==> src/rtl/serial_subtractor.sv <==
//============================================================================
// Module   : serial_subtractor
// Purpose  : Bit-serial two's-complement subtractor computing a - b - bin,
//            one bit per clock, LSB first, with a single registered borrow.
//            start/done handshake, WIDTH-cycle processing latency.
// Options  : SERIAL_SUB_OVF_EN - when defined, a registered signed-overflow
//            flag is produced on ovf; otherwise ovf is tied to 0.
// Revision : 1.0 - initial release
//============================================================================
`default_nettype none

module serial_subtractor #(
    parameter int WIDTH = 4
) (
    input  logic             clk,
    input  logic             rst,
    input  logic             start,
    input  logic [WIDTH-1:0] a,
    input  logic [WIDTH-1:0] b,
    input  logic             bin,
    output logic             busy,
    output logic             done,
    output logic [WIDTH-1:0] diff,
    output logic             bout,
    output logic             ovf
);

    localparam int CNT_W = (WIDTH > 2) ? $clog2(WIDTH) : 1;
    localparam logic [CNT_W-1:0] LAST_BIT = CNT_W'(WIDTH - 1);

    localparam logic [1:0] IDLE = 2'd0;
    localparam logic [1:0] RUN  = 2'd1;
    localparam logic [1:0] DONE = 2'd2;

    logic [1:0]       state;
    logic [WIDTH-1:0] a_sh;
    logic [WIDTH-1:0] b_sh;
    logic [WIDTH-1:0] res_sh;
    logic             br;
    logic [CNT_W-1:0] cnt;

    logic             d_bit;
    logic             br_next;
    logic [WIDTH-1:0] res_next;

    // Full-subtractor cell on the current LSBs and the shifted-in result
    always_comb begin
        d_bit    = a_sh[0] ^ b_sh[0] ^ br;
        br_next  = (~a_sh[0] & b_sh[0]) | (~(a_sh[0] ^ b_sh[0]) & br);
        res_next = {d_bit, res_sh[WIDTH-1:1]};
    end

    assign busy = (state == RUN);
    assign done = (state == DONE);

`ifdef SERIAL_SUB_OVF_EN
    logic a_sign;
    logic b_sign;
    logic ovf_q;

    assign ovf = ovf_q;
`else
    assign ovf = 1'b0;
`endif

    // Control FSM, operand/result shift registers and output result registers
    always_ff @(posedge clk or posedge rst) begin
        if (rst) begin
            state  <= IDLE;
            a_sh   <= '0;
            b_sh   <= '0;
            res_sh <= '0;
            br     <= 1'b0;
            cnt    <= '0;
            diff   <= '0;
            bout   <= 1'b0;
`ifdef SERIAL_SUB_OVF_EN
            a_sign <= 1'b0;
            b_sign <= 1'b0;
            ovf_q  <= 1'b0;
`endif
        end else begin
            case (state)
                // DONE accepts a new request exactly like IDLE so that a held
                // start produces back-to-back operations
                IDLE, DONE: begin
                    if (start) begin
                        a_sh   <= a;
                        b_sh   <= b;
                        br     <= bin;
                        cnt    <= '0;
`ifdef SERIAL_SUB_OVF_EN
                        a_sign <= a[WIDTH-1];
                        b_sign <= b[WIDTH-1];
`endif
                        state  <= RUN;
                    end else begin
                        state  <= IDLE;
                    end
                end
                RUN: begin
                    a_sh   <= a_sh >> 1;
                    b_sh   <= b_sh >> 1;
                    res_sh <= res_next;
                    br     <= br_next;
                    if (cnt == LAST_BIT) begin
                        // Result is published from the freshly shifted value so
                        // diff never exposes a partially built word
                        diff  <= res_next;
                        bout  <= br_next;
`ifdef SERIAL_SUB_OVF_EN
                        ovf_q <= (a_sign ^ b_sign) & (a_sign ^ d_bit);
`endif
                        state <= DONE;
                    end else begin
                        cnt   <= cnt + 1'b1;
                    end
                end
                default: state <= IDLE;
            endcase
        end
    end

endmodule

`default_nettype wire
==> config.mk <==
export PLATFORM = sky130hd
export DESIGN_NAME = serial_subtractor
export DESIGN_NICKNAME = d
export VERILOG_FILES = /design/src/rtl/serial_subtractor.sv
export SDC_FILE = /design/constraint.sdc
export NUM_CORES = 1
export LEC_CHECK = 0
export CAP_MARGIN = 0
export CELL_PAD_IN_SITES_DETAIL_PLACEMENT = 1
export CELL_PAD_IN_SITES_GLOBAL_PLACEMENT = 2
export CORE_MARGIN = 10
export CORE_UTILIZATION = 36
export CTS_CLUSTER_SIZE = 25
export DETAILED_ROUTE_END_ITERATION = 10
export GPL_ROUTABILITY_DRIVEN = 0
export PLACE_DENSITY = 0.89
export SLEW_MARGIN = 20
export SYNTH_ARGS = -nofsm -noshare
export SYNTH_HDL_FRONTEND = slang
export SYNTH_SLANG_ARGS = --single-unit
==> constraint.sdc <==
create_clock -name clk -period 3.8 [get_ports clk]
set_clock_uncertainty 0.15 [all_clocks]
set_input_delay 0.38 -clock clk [delete_from_list [all_inputs] [get_ports clk]]
set_output_delay 0.38 -clock clk [all_outputs]
set_load 0.005 [all_outputs]
==> metrics.md <==
| Metric | Value |
|---|---|
| DR DRC count | `0` |
| Clk_lat worst skew | `0.31 ns` |
| Syn avg cell area | `12.2 µm²` |
| Crit path depth | `2` |
| DRT Wirelength | `2.05 mm` |
| Worst r2r src | `state[0]` |
| Min Tclk post-route | `2.55 ns` |
| Post-DRT Antenna Nets | `0` |
| CP Launch Type | `register` |
| Crit-path max FO | `25` |
| CP top delay family | `flip-flops` |
| Critical Path RT | `3.27 ns` |
| Crit. End Element | `primary output` |
| Rel. slew slack | `45.9%` |
| CTS tree | `built` |
| Via total after detailed routing | `702` |
| MaxCap Viol Count | `0` |
| Async set or reset register ratio after synthesis | `100%` |
| Vias in the first global route | `775` |
| Clk root buf | `clkbuf_4` |
| Syn Inst Count | `87` |
| Buf/Inv on CP | `1` |
| Setup bufs post-CTS | `0` |
| Synthesized net count | `101` |
| Static Leak | `0.546 nW` |
| Grt total ovfl | `0` |
| Yosys reg bits | `21` |
| CP max stage delay | `0.89 ns` |
| Synth Warn # | `0` |
| Die Area | `5510 µm²` |
| Cell Area, Synth | `1060 µm²` |
| Cell variety after synth | `25` |
| Syn-to-layout area delta | `18.9%` |
| R2r setup slk | `2.01 ns` |
| Drt wl/cell | `15.3 µm` |
| Most frequent cell after synthesis | `dfrtp_1` |
| DP HPWL | `1.53 mm` |
| I/O pin total | `20` |
| Hold Crit Class | `register to register` |
| Pwr/cell area | `775 nW/µm²` |
| CP arrival | `2.02 ns` |
| Tcrit/Tclk final | `67.2%` |
| Prevailing post-synth register cell | `dfrtp_1` |
| Initial antenna violation count | `0` |
| Avg Vias per Cell | `5.24` |
| CP Capture Point | `busy` |
| Max Clock Freq | `391 MHz` |
| TritonCTS Sinks | `21` |
| Crit path launch | `state[0]` |
| Final antenna diode count | `0` |
| Layout cells sized above 1 | `10.7%` |
| Post-CTS Hold Buffers | `0` |
| GR Util All Layers | `7.96%` |
| Pre-CTS setup slack | `1.58 ns` |
| Yosys top cell by area | `dfrtp_1` |
| Unrepaired setup endpoints after global routing | `false` |
| Worst min-delay path startpoint | `res_sh[1]` |
| Initial core utilization | `38.1%` |
| Max IR drop VDD | `0.000398 V` |
| Critical path class | `register to primary output` |
| Synth cell count leaders | `dfrtp_1, mux2i_1, nor2b_1, a211oi_1, a21oi_1` |
| 1st-pass router iterations | `4` |
| First-pass GRT wire length | `3.53 mm` |
| Max H-tree Level | `1` |
| Initial drt markers | `16` |
| Synth top area cells | `dfrtp_1, mux2i_1, mux2_1` |
| Post-Route Setup TNS | `0 ns` |
| R2R cell count | `2` |
| Fin. max-slew vios | `0` |
| Slowest-stage cell, CP | `dfrtp_1` |
| Layout Nets | `118` |
| Sequential share of the synthesized area | `49.6%` |
| Status | `finished, final reports clean` |
| IO Port Bufs | `18` |
| Clock Path Buffers | `2` |
| CTS clk-pin slew, worst paths | `0.11 ns` |
| Number of CTS-inserted buffers | `3` |
| Reg2reg end | `res_sh[1]` |
| Core area | `2780 µm²` |
| Number of flops mapped to enable cells by yosys | `0` |
| Actual slew at the worst max-slew pin | `0.811 ns` |
| Die W | `74.3 µm` |
| Setup-failing EPs final | `0` |
| Post-synth top area share | `49.6%` |
| Final setup margin | `1.25 ns` |
| Final hold violations | `0` |
| CTS resizes | `0` |
| Die H | `74.3 µm` |
| Largest net degree at the start of global routing | `26` |
| Row count | `19` |
| Crit-path cells | `and2b_4 > clkdlybuf4s50_1` |
[cell type report]
class	instances	area, µm²
Fill cell	315	1520
Sequential cell	21	526
Multi-Input combinational cell	56	473
Timing Repair Buffer	18	180
Tap cell	31	38.8
Clock buffer	3	22.5
Inverter	4	15.0
Clock inverter	1	5.00
[worst reg2reg max path, delay by kind of cell (launching register included)]
family	cells	cell delay, ns
DFF	1	0.89
and+or+nand+nor	1	0.31
muxes	1	0.33
[flip-flops by register name, indices dropped and copies added, names as in the netlist]
register  count
cnt           2
res_sh        3
a_sh          4
state         2
br            1
diff          4
bout          1
b_sh          4
[worst min path at each step]
stage	to	cells past startpoint	slack (ns)
floorplan	a_sh[0]	1	0.21
global placement	diff[0]	1	0.32
detailed placement	diff[0]	1	0.32
CTS	diff[0]	1	0.35
global route	res_sh[1]	1	0.38
finish	diff[0]	1	0.34
[metal layers]
layer  track usage, %  wire length [µm]  share of wire [%]
met3             3.32               147                7.2
met2             13.4               936                 46
met1             9.18               946                 46
met5                0                 0                  0
met4             1.83                19               0.93
[stage by stage]
step | instances | power [mW] | util [%] | cell area (µm²) | hold WS, ns
final | 134 | 0.977 | 45.3 | 1260 | 0.344
after detailed placement | 130 | 0.887 | 44.3 | 1230 | 0.323
after CTS | 134 | 0.999 | 45.3 | 1260 | 0.352
after global placement | 130 | 0.862 | 44.3 | 1230 | 0.318
after global routing | 134 | 1.07 | 45.3 | 1260 | 0.376
after floorplan | 87 | 0.744 | - | 1060 | 0.207
[cell usage in the layout, fill, tap and decap left out, drive strengths merged]
| cell type | instances |
|---|---|
| a22o | 2 |
| a211oi | 7 |
| nand3b | 1 |
| ha | 1 |
| nand2 | 1 |
| mux2 | 10 |
| a21oi | 7 |
| mux2i | 8 |
| xor2 | 1 |
| and2b | 1 |
| dfrtp | 21 |
| clkinv | 1 |
| conb | 1 |
| nor2b | 8 |
| nand3 | 2 |
| o21ai | 3 |
| nor2 | 2 |
| clkdlybuf4s50 | 18 |
| clkbuf | 3 |
| inv | 4 |
| fa | 1 |
[logic make-up (layout without fill, tap and decap cells)]
logic type,after synthesis,count (layout),synth area share [%]
simple gates,15,15,9.80
compound gates,19,19,11.3
flops,21,21,49.6
mux,18,18,19.2
buf+inv,10,26,5.78
fa+ha+maj,2,2,3.07
xor+xnor,1,1,0.827
other cells,1,1,0.354
[power breakdown]
part           switching (mW)  internal [mW]  total (mW)
clock network          0.0685         0.0393       0.108
registers               0.116          0.331       0.447
logic                   0.149          0.273       0.422
(Power assumes the default switching activity.)
